===== config.mk =====
export PLATFORM = sky130hd
export DESIGN_NAME = fp_norm_round
export DESIGN_NICKNAME = d
export VERILOG_FILES = /design/src/rtl/fp_mul_pkg.sv /design/src/rtl/fp_round_inc.sv /design/src/rtl/full_adder.sv /design/src/rtl/fp_norm_round.sv
export SDC_FILE = /design/constraint.sdc
export NUM_CORES = 1
export LEC_CHECK = 0
export ABC_AREA = 1
export CAP_MARGIN = 20
export CORE_MARGIN = 5
export CORE_UTILIZATION = 43
export DETAILED_ROUTE_END_ITERATION = 8
export GPL_ROUTABILITY_DRIVEN = 0
export PLACE_DENSITY = 0.82
export SETUP_SLACK_MARGIN = 0.1
export SLEW_MARGIN = 5
export SYNTH_ARGS = -nofsm -noshare
export SYNTH_HDL_FRONTEND = slang
export SYNTH_SLANG_ARGS = --single-unit

===== constraint.sdc =====
create_clock -name i_clk -period 3.13 [get_ports i_clk]
set_input_delay 0.7825 -clock i_clk [delete_from_list [all_inputs] [get_ports i_clk]]
set_output_delay 0.7825 -clock i_clk [all_outputs]
set_load 0.05 [all_outputs]

===== src/rtl/fp_mul_pkg.sv =====
// Shared constants for the floating-point multiplier datapath: default widths,
// exponent bias and the bit positions inside the {overflow, underflow, inexact} flag word.
package fp_mul_pkg;

  localparam int MANT_W_DEF = 24;
  localparam int EXP_W_DEF  = 8;
  localparam int EXP_BIAS   = (1 << (EXP_W_DEF - 1)) - 1;

  localparam int FLAG_W   = 3;
  localparam int FLAG_OVF = 2;
  localparam int FLAG_UNF = 1;
  localparam int FLAG_INX = 0;

endpackage


===== src/rtl/fp_round_inc.sv =====
// Conditional +1 on a W-bit fraction, built as a ripple chain of full adders;
// cout flags the all-ones fraction rolling over.
module fp_round_inc #(
  parameter int W = 23
) (
  input  logic [W-1:0] a,
  input  logic         inc,
  output logic [W-1:0] sum,
  output logic         cout
);

  logic [W:0] carry;

  assign carry[0] = inc;

  for (genvar i = 0; i < W; i++) begin : g_bit
    full_adder u_fa (
      .a   (a[i]),
      .b   (1'b0),
      .cin (carry[i]),
      .sum (sum[i]),
      .cout(carry[i+1])
    );
  end

  assign cout = carry[W];

endmodule


===== src/rtl/full_adder.sv =====
// One-bit full adder, the building block of the ripple-carry chains in the FP datapath.
module full_adder (
  input  logic a,
  input  logic b,
  input  logic cin,
  output logic sum,
  output logic cout
);

  assign sum  = a ^ b ^ cin;
  assign cout = (a & b) | (cin & (a ^ b));

endmodule


===== src/rtl/fp_norm_round.sv =====
// FP multiplier back end: S1 normalises the raw product, S2 rounds and packs to IEEE-754.
// Define FP_NORM_ROUND_EN for round-to-nearest-even; the default build truncates.
module fp_norm_round
  import fp_mul_pkg::*;
#(
  parameter int MANT_W = MANT_W_DEF,
  parameter int EXP_W  = EXP_W_DEF
) (
  input  logic                    i_clk,
  input  logic                    i_rst_n,
  input  logic                    i_valid,
  output logic                    o_ready,
  input  logic                    i_sign,
  input  logic signed [EXP_W+1:0] i_exp,
  input  logic [2*MANT_W-1:0]     i_mant,
  output logic                    o_valid,
  input  logic                    i_ready,
  output logic [EXP_W+MANT_W-1:0] o_data,
  output logic [FLAG_W-1:0]       o_flags
);

  localparam int PROD_W  = 2 * MANT_W;
  localparam int FRAC_W  = MANT_W - 1;
  localparam int XW      = EXP_W + 2;
  localparam int DATA_W  = EXP_W + MANT_W;
  localparam int EXP_INF = (1 << EXP_W) - 1;
  localparam logic signed [XW-1:0] EXP_ONE = XW'(1);

  logic                 stall;
  logic                 norm_guard;
  logic                 norm_sticky;
  logic [FRAC_W-1:0]    norm_frac;
  logic signed [XW-1:0] norm_exp;

  logic                 s1_valid;
  logic                 s1_sign;
  logic                 s1_zero;
  logic                 s1_guard;
  logic                 s1_sticky;
  logic [FRAC_W-1:0]    s1_frac;
  logic signed [XW-1:0] s1_exp;

  logic [FRAC_W-1:0]    rnd_frac;
  logic signed [XW-1:0] rnd_exp;
  logic                 ovf;
  logic                 unf;
  logic [DATA_W-1:0]    pack_data;
  logic [FLAG_W-1:0]    pack_flags;

  logic                 s2_valid;
  logic [DATA_W-1:0]    s2_data;
  logic [FLAG_W-1:0]    s2_flags;

  assign stall   = s2_valid & ~i_ready;
  assign o_ready = ~stall;

  // The hidden bit is implicit once the product is aligned, so only the fraction is carried on.
  always_comb begin
    if (i_mant[PROD_W-1]) begin
      norm_frac   = i_mant[PROD_W-2 -: FRAC_W];
      norm_guard  = i_mant[PROD_W-1-MANT_W];
      norm_sticky = |i_mant[PROD_W-2-MANT_W:0];
      norm_exp    = i_exp + EXP_ONE;
    end else begin
      norm_frac   = i_mant[PROD_W-3 -: FRAC_W];
      norm_guard  = i_mant[PROD_W-2-MANT_W];
      norm_sticky = |i_mant[PROD_W-3-MANT_W:0];
      norm_exp    = i_exp;
    end
  end

  always_ff @(posedge i_clk) begin
    if (!i_rst_n) begin
      s1_valid <= 1'b0;
    end else if (!stall) begin
      s1_valid  <= i_valid;
      s1_sign   <= i_sign;
      s1_zero   <= (i_mant == '0);
      s1_guard  <= norm_guard;
      s1_sticky <= norm_sticky;
      s1_frac   <= norm_frac;
      s1_exp    <= norm_exp;
    end
  end

`ifdef FP_NORM_ROUND_EN
  logic              round_up;
  logic              inc_cout;
  logic [FRAC_W-1:0] inc_sum;

  assign round_up = s1_guard & (s1_sticky | s1_frac[0]);

  fp_round_inc #(.W(FRAC_W)) u_round_inc (
    .a   (s1_frac),
    .inc (round_up),
    .sum (inc_sum),
    .cout(inc_cout)
  );

  // A carry out of the fraction means 1.11..1 became 10.0: renormalise to 1.0, bump the exponent.
  assign rnd_frac = inc_cout ? '0 : inc_sum;
  assign rnd_exp  = inc_cout ? s1_exp + EXP_ONE : s1_exp;
`else
  assign rnd_frac = s1_frac;
  assign rnd_exp  = s1_exp;
`endif

  assign ovf = int'(rnd_exp) >= EXP_INF;
  assign unf = int'(rnd_exp) <= 0;

  always_comb begin
    pack_data  = '0;
    pack_flags = '0;
    if (s1_zero) begin
      pack_data[DATA_W-1] = s1_sign;
    end else if (ovf) begin
      pack_data            = {s1_sign, {EXP_W{1'b1}}, {FRAC_W{1'b0}}};
      pack_flags[FLAG_OVF] = 1'b1;
      pack_flags[FLAG_INX] = 1'b1;
    end else if (unf) begin
      pack_data[DATA_W-1]  = s1_sign;
      pack_flags[FLAG_UNF] = 1'b1;
      pack_flags[FLAG_INX] = 1'b1;
    end else begin
      pack_data            = {s1_sign, rnd_exp[EXP_W-1:0], rnd_frac};
      pack_flags[FLAG_INX] = s1_guard | s1_sticky;
    end
  end

  always_ff @(posedge i_clk) begin
    if (!i_rst_n) begin
      s2_valid <= 1'b0;
      s2_data  <= '0;
      s2_flags <= '0;
    end else if (!stall) begin
      s2_valid <= s1_valid;
      s2_data  <= pack_data;
      s2_flags <= pack_flags;
    end
  end

  assign o_valid = s2_valid;
  assign o_data  = s2_data;
  assign o_flags = s2_flags;

endmodule

* Yosys cells after proc, flatten, opt, wreduce, memory -nomap -nowiden
Cells that the tools add are included.
W data, S select, Z words.
** Storage, ports and cells
- Bits in registers :: 74
- Output and inout bits :: 37
- Logic and storage cells :: 34
** Cells by class
- Add/subtract/negate cells :: 1
- Magnitude comparators :: 2
- Multiplexer cells :: 13
- Bitwise logic cells :: 4
- Reduce and logical (&&, ||, !) cells :: 4
** Operator list (number)
- $mux W31 :: 3
- $logic_not A48 Y1 :: 1
- $mux W23 :: 1
- $reduce_or A23 Y1 :: 1
- $reduce_or A22 Y1 :: 1
- $add A10 B2 Y10 const B :: 1
- $ge A10 B9 Y1 const B :: 1
- $le A10 B1 Y1 const B :: 1
- $mux W10 :: 1
- $mux W1 :: 7
- $mux W3 :: 1
- $not A1 Y1 :: 2
- $reduce_and A2 Y1 :: 1
- $and A1 B1 Y1 :: 1
- $or A1 B1 Y1 :: 1

* Logic depth before layout (Yosys ltp)
- Word-level depth :: 4
- Gate-level depth with buffers :: 10
- Depth with buffers taken out :: 9

* Worst setup path before layout
OpenSTA, ideal clock, no wires.
- Path kind :: input to register
- From :: in i_rst_n
- To :: reg s1_exp[0], in the netlist rnd_exp[0] (enable)
- Data arrival time :: 2.630 ns
- Data required time :: 2.699 ns
- Path slack :: 0.069 ns
- Stages :: 3
- Buffers on the path :: 1
- Path through :: inv_2 > buf_1 > nor2_1
** Between the ends
- Longest elaborated chain between the ends :: 1
** RTL lines
- start, declared :: RTL line fp_norm_round.sv:10 : input logic i_rst_n,
- $reduce_and A2 Y1 (no source line)
- end signal, assigned :: RTL line fp_norm_round.sv:82 : s1_exp <= norm_exp;
- end, declared :: RTL line fp_norm_round.sv:41 : logic signed [XW-1:0] s1_exp;
Every way passes these cells.
A chain may end at the register's enable or synchronous reset.

* Worst setup path in the final report
- From :: in i_ready
- To :: out o_ready
** Between the ends
- Longest elaborated chain between the ends :: 3
** RTL lines
- start, declared :: RTL line fp_norm_round.sv:17 : input logic i_ready,
- $not A1 Y1 :: RTL line fp_norm_round.sv:54 : assign stall = s2_valid & ~i_ready;
- $and A1 B1 Y1 :: RTL line fp_norm_round.sv:54
- $not A1 Y1 (no source line)
- end, declared :: RTL line fp_norm_round.sv:12 : output logic o_ready,
Every way passes these cells.

==> impl_metrics.prom <==
# TYPE chip_impl_metric gauge
chip_impl_info{name="outcome",value="completed"} 1
chip_impl_metric{name="met1_usage_grt",unit=""} 0.185
chip_impl_metric{name="drt_wl_total",unit="µm"} 7750
chip_impl_metric{name="leakage",unit="nW"} 1.92
chip_impl_metric{name="die_area",unit="µm²"} 10100
chip_impl_metric{name="cts.hold.buffers_added",unit=""} 0
chip_impl_metric{name="remaining_drc_errors",unit=""} 0
chip_impl_metric{name="remaining_antenna_violation_count",unit=""} 0
chip_impl_metric{name="max-vdd-ir-drop",unit="mV"} 0.213
chip_impl_metric{name="cts_inserted_buffers",unit=""} 9
chip_impl_metric{name="ys.warnings.count",unit=""} 0
chip_impl_metric{name="timing.reg2reg.worst_path_depth",unit=""} 9
chip_impl_metric{name="grt_pass1_wl",unit="µm"} 12700
chip_impl_metric{name="starting_density_of_the_core",unit=""} 0.435
chip_impl_metric{name="antennaDiodeCount",unit=""} 0
chip_impl_metric{name="seq_area",unit="µm²"} 1850
chip_impl_metric{name="reg2reg_slack",unit="ns"} 1.63
chip_impl_metric{name="mappedNetlistNets",unit=""} 505
chip_impl_metric{name="slew-limit-headroom",unit=""} 0.614
chip_impl_metric{name="synth_cell_type_count",unit=""} 32
chip_impl_metric{name="total_power",unit="W"} 0.00211
chip_impl_metric{name="cts.clk_slew.worst_paths",unit="ns"} 0.07
chip_impl_metric{name="place.detailed.hpwl",unit="µm"} 6030
chip_impl_metric{name="route.detailed.wl_per_inst",unit="µm"} 12.0
chip_impl_metric{name="synth_seq_area_share",unit=""} 0.527
chip_impl_info{name="unrepaired_setup_endpoints_after_global_routing",value="no"} 1
chip_impl_metric{name="post_route_cells_drive_above_1_share",unit=""} 0.0756
chip_impl_metric{name="syn-instance-count",unit=""} 441
chip_impl_info{name="global_route.peak_usage_layer",value="met2"} 1
chip_impl_metric{name="groute.layer.met3.usage",unit=""} 0.0514
chip_impl_metric{name="post-route-min-period",unit="ns"} 2.51
chip_impl_metric{name="final-setup-viol-count",unit=""} 0
chip_impl_metric{name="num_vias",unit=""} 3052
chip_impl_info{name="min_delay_worst_endpoint",value="o_valid$_SDFFE_PN0N_"} 1
chip_impl_info{name="min_path_type",value="reg2reg"} 1
chip_impl_metric{name="detailedRoute.firstPassIterationCount",unit=""} 4
chip_impl_metric{name="clk_latency",unit="ns"} 0.35
chip_impl_metric{name="final.hold.worst_slack",unit="ns"} 0.457
chip_impl_metric{name="worstPathRequired",unit="ns"} 2.35
chip_impl_metric{name="drt-initial-drc-count",unit=""} 169
chip_impl_info{name="leading_cell_type_in_the_layout_fill_and_taps_excluded",value="nor2_1"} 1
chip_impl_metric{name="area_delta_synth_final",unit="%"} 34.6
chip_impl_info{name="setup.worst_path.class",value="in2out"} 1
chip_impl_metric{name="die-width",unit="µm"} 100
chip_impl_info{name="layout.cells.most_common_list",value="126 x nor2_1, 97 x clkdlybuf4s50_1, 74 x nand2_1"} 1
chip_impl_metric{name="cts_num_sinks",unit=""} 74
chip_impl_metric{name="nNetsFinal",unit=""} 601
chip_impl_metric{name="grt_start_max_net_pins",unit=""} 37
chip_impl_metric{name="post-cts-setup-buffer-count",unit=""} 0
chip_impl_metric{name="grt_antenna_before_repair",unit=""} 0
chip_impl_metric{name="fraction_of_the_cycle_the_final_worst_path_needs",unit=""} 0.801
chip_impl_metric{name="hold_depth",unit=""} 2
chip_impl_metric{name="maxClockFrequency",unit="MHz"} 399
chip_impl_info{name="tritoncts",value="yes"} 1
chip_impl_info{name="min_from",value="s1_valid$_SDFFE_PN0N_"} 1
chip_impl_metric{name="global_route.overflow_total",unit=""} 0
chip_impl_metric{name="drt-vias-per-instance",unit=""} 4.72
chip_impl_metric{name="cts_resized",unit=""} 0
chip_impl_metric{name="port-buffer-count",unit=""} 99
chip_impl_metric{name="die_h",unit="µm"} 100
chip_impl_metric{name="globalRouteTotalUtil",unit=""} 0.159
chip_impl_metric{name="pin_count",unit=""} 100
chip_impl_metric{name="worst_slew_pin_slew",unit="ns"} 0.578
chip_impl_metric{name="timing.setup.tns",unit="ns"} 0
chip_impl_info{name="timing.critical_path.from_type",value="input port"} 1
chip_impl_metric{name="worst_clock_skew",unit="ns"} 0.0130
chip_impl_metric{name="synth_seq_cells",unit=""} 74
chip_impl_metric{name="final.fill_count",unit=""} 716
chip_impl_metric{name="grt_util_met2",unit=""} 0.261
chip_impl_metric{name="max_cap_violations",unit=""} 0
chip_impl_info{name="critical_path.reg2reg.endpoint",value="o_data[10]$_SDFFE_PN0N_"} 1
chip_impl_metric{name="deepest_level_of_the_cts_h_tree",unit=""} 3
chip_impl_metric{name="drv_slew",unit=""} 0
chip_impl_info{name="cts_root_buffer",value="clkbuf_8"} 1
chip_impl_info{name="crit_path_end_kind",value="output port"} 1
chip_impl_metric{name="mapped_area",unit="µm²"} 3520
chip_impl_metric{name="multi_input_logic_area",unit="µm²"} 1340
chip_impl_metric{name="cp_max_fo",unit=""} 5
chip_impl_metric{name="grt_pass1_vias",unit=""} 2870
chip_impl_metric{name="timing.critical_path.arrival",unit="ns"} 1.73
chip_impl_metric{name="power.density",unit="nW/µm²"} 445
chip_impl_metric{name="placement_rows",unit=""} 33
chip_impl_metric{name="syn_area_per_cell",unit="µm²"} 7.98
chip_impl_metric{name="clk_path_buf_depth",unit=""} 2
chip_impl_metric{name="floorplan.core_area",unit="µm²"} 8090
chip_impl_info{name="timing.rr.start",value="rnd_exp[1]$_DFFE_PP_"} 1
chip_impl_metric{name="finalHoldViolations",unit=""} 0
-- worst max path at each step --
stage / start / end / slack, ns / cells past startpoint
2_1_floorplan: i_rst_n / rnd_exp[0]$_DFFE_PP_ / 0.68 / 3
3_3_place_gp: i_rst_n / rnd_exp[2]$_DFFE_PP_ / 0.60 / 4
3_5_place_dp: i_rst_n / rnd_exp[0]$_DFFE_PP_ / 0.55 / 4
4_1_cts: i_ready / o_ready / 0.61 / 4
5_1_grt: i_ready / o_ready / 0.58 / 4
6_report: i_ready / o_ready / 0.62 / 4
-- cells by family after synthesis --
kind of cell / count (synthesis) / synth area share
xor+xnor: 7 / 0.0174
buf+inv: 76 / 0.0936
simple gates: 249 / 0.305
mux: 2 / 0.00640
flops: 74 / 0.527
fa+ha+maj: 1 / 0.00356
compound gates: 32 / 0.0477
-- cell type report --
class	count	share of cell area
inverters	58	0.0460
clock buffers	12	0.0307
well taps	105	0.0277
flip-flops and latches	74	0.391
repair buffers	103	0.217
clock inverters	4	0.00396
multi-input cells	291	0.284
-- per-stage QoR --
step | utilization | worst slack (ns) | cells | instance area, µm²
floorplan | - | 0.677 | 441 | 3520
global placement | 0.565 | 0.599 | 631 | 4570
detailed placement | 0.565 | 0.553 | 631 | 4570
CTS | 0.585 | 0.613 | 647 | 4730
global route | 0.585 | 0.577 | 647 | 4730
finish | 0.585 | 0.622 | 647 | 4730
-- Yosys cell counts, drive strengths merged --
master / count / share of area
a21oi: 14 / 0.020
a21boi: 1 / 0.0021
clkbuf: 5 / 0.0053
xor2: 6 / 0.015
nor2: 134 / 0.15
and2: 1 / 0.0025
xnor2: 1 / 0.0025
o21ai: 15 / 0.021
dfxtp: 37 / 0.21
or2: 4 / 0.0071
ha: 1 / 0.0036
nor3: 3 / 0.0043
inv: 58 / 0.062
nand2: 76 / 0.084
nor4: 4 / 0.0071
edfxtp: 37 / 0.32
mux2: 2 / 0.0064
buf: 13 / 0.026
nand3: 16 / 0.028
a21o: 2 / 0.0043
nand4: 11 / 0.021
-- critical path, stage by stage --
cell and delay (ns):
clkdlybuf4s50_1 0.44, nor2_4 0.25, inv_2 0.06, buf_4 0.19
-- where the power goes --
part / switching, W / internal (W) / total [W] / leakage, nW
Clock: 0.000322 / 0.000303 / 0.000625 / 0.0876
Combinational: 0.000215 / 0.000158 / 0.000373 / 1.17
Sequential: 0.0000259 / 0.00108 / 0.00111 / 0.660
Total: 0.000564 / 0.00154 / 0.00211 / 1.92
-- state kept, by name, indices dropped and copies added, names as in the netlist --
register   cells
rnd_exp       10
s1_sign        1
o_data        32
rnd_frac      23
s1_zero        1
o_valid        1
s1_guard       1
o_flags        3
s1_valid       1
s1_sticky      1
-- per-layer routing --
metal	vias up	routed length, µm	share of wire
met5	-	0	0
met4	0	202	0.026
met3	15	657	0.085
met2	121	3770	0.49
met1	1345	3120	0.40
li1	1571	-	-
No activity file was read; power rests on OpenSTA's default activity.
==> RTL change (same settings) <==
Build with the macro `FP_NORM_ROUND_EN` defined.
--- a/src/rtl/fp_norm_round.sv
+++ b/src/rtl/fp_norm_round.sv
@@ -1,5 +1,7 @@
 // FP multiplier back end: S1 normalises the raw product, S2 rounds and packs to IEEE-754.
 // Define FP_NORM_ROUND_EN for round-to-nearest-even; the default build truncates.
+`define FP_NORM_ROUND_EN
+
 module fp_norm_round
   import fp_mul_pkg::*;
 #(
Check against the original RTL: not equivalent (Yosys sat finds a counterexample within 4 cycles, from zero or initial values and one cycle with i_rst_n low).
==> RTL change against the unedited design <==
The run now ends with setup timing left. Routed wire length is 40% higher. Synthesized area is 17% higher. Setup slack worse by 2.9 ns. Power is 10% higher. Via count is 24% higher. Final cell count is 17% higher. Cell area is 28% higher. Sequential cell count stayed put. Critical path type is now flop to flop. Critical endpoint is now o_data[6]$_SDFFE_PN0N_. Highest routed layer unchanged.
==> RTL change: results (changes against the unedited design) <==
metric,value,unit,change
grtUsageMet1,0.234,,was 0.185
synthCells,505,,was 441
finalNonFillerCells,756,,was 647
slew_headroom,0.337,,was 0.614
failed_checks,setup timing,,
n_fill_cell,727,,was 716
swShare,0.283,,was 0.268
path_max_fanout,12,,was 5
wl_met2,5.30,mm,was 3.77 mm
setup_viol,34,,was 0
grt_max_degree,38,,was 37
cp_slowest_cell,edfxtp_1,,was clkdlybuf4s50_1
cp_slowest_stage_delay,0.39,ns,was 0.44 ns
ir_drop,189,uV,was 213 uV
synth.distinct_cells,31,,was 32
yosys-top-cells-count,"168 x nand2_1, 41 x nor2_1, 39 x inv_1",,"was 127 x nor2_1, 74 x nand2_1, 56 x inv_1"
synth_area_leaders,"edfxtp_1 27%, dfxtp_1 18%, nand2_1 15%, ha_1 7.9%, nand3_1 4.0%",,"was edfxtp_1 32%, dfxtp_1 21%, nor2_1 14%, nand2_1 7.9%, inv_1 6.0%"
fin_skew,0.0125,ns,was 0.0130 ns
cts-resized-gates,14,,was 0
dp_slack,-2.34,ns,was 0.553 ns
dp.cells,733,,was 631
async_flop_share,0,,unchanged
path_delay_family,adder cells,,was buffers and inverters
wl,10.8,mm,was 7.75 mm
drt-vias-per-instance,5.00,,was 4.72
status,finished with violations,,"was complete, no violations"
num-nets-final,711,,was 601
layout-drive-gt1-share,0.220,,was 0.0756
track_usage,0.186,,was 0.159
reg2reg_depth,34,,was 9
tns,-76.56,ns,was 0 ns
wl_met1,4.51,mm,was 3.12 mm
first_iter_violations,133,,was 169
grt_pass1_vias,3727,,was 2870
p_leak,2.44,nW,was 1.92 nW
fin_ws,-2.31,ns,was 0.622 ns
dr_wl_met3,724,um,was 657 um
yosysSeqAreaShare,0.450,,was 0.527
arrival,5.72,ns,was 1.73 ns
use_met2,0.306,,was 0.261
synth_nets,594,,was 505
cts_setup_buffers,1,,was 0
dp_hpwl,7.78,mm,was 6.03 mm
-- RTL change: power by group through the flow --
stage               clock (mW)  combinational (mW)  sequential [mW]
floorplan                    0               0.197             1.21
global placement             0               0.454             1.14
detailed placement           0               0.463             1.15
CTS                      0.705               0.480             1.12
global route             0.750               0.550             1.13
finish                   0.692               0.508             1.12
-- RTL change: final timing paths --
kind	startpoint	end	slack [ns]
worst max-delay path	s1_sticky$_DFFE_PP_	o_data[6]$_SDFFE_PN0N_	-2.31
worst min-delay path	o_data[22]$_SDFFE_PN0N_	o_data[22]$_SDFFE_PN0N_	0.47
worst max register to register	s1_sticky$_DFFE_PP_	o_data[6]$_SDFFE_PN0N_	-2.31
worst min register to register	o_data[22]$_SDFFE_PN0N_	o_data[22]$_SDFFE_PN0N_	0.47
-- RTL change: cells by family (layout without fill, tap and decap cells) --
| group | after synthesis | in the layout | synth area share |
|---|---|---|---|
| and+or+nand+nor | 292 | 293 | 0.323 |
| adders and majority gates | 26 | 26 | 0.0791 |
| xor gates and xnor gates | 8 | 8 | 0.0170 |
| DFF | 74 | 74 | 0.450 |
| buffers and inverters | 60 | 181 | 0.0620 |
| AOI/OAI and AO/OA | 45 | 45 | 0.0687 |
-- RTL change: area by class of cell --
class,instances,area share
multi-input combinational,372,0.410
inverter,40,0.0248
clock inverter,2,0.00165
timing repair buffer,125,0.202
clock buffer,14,0.0293
sequential,74,0.306
tap,129,0.0266
-- RTL change: stage by stage --
| step | instance area (sq um) | hold WS (ns) |
|---|---|---|
| 4_1_cts | 5920 | 0.467 |
| 2_1_floorplan | 4440 | 0.429 |
| 3_5_place_dp | 5650 | 0.457 |
| 3_3_place_gp | 5650 | 0.443 |
| 5_1_grt | 6060 | 0.481 |
| 6_report | 6060 | 0.465 |
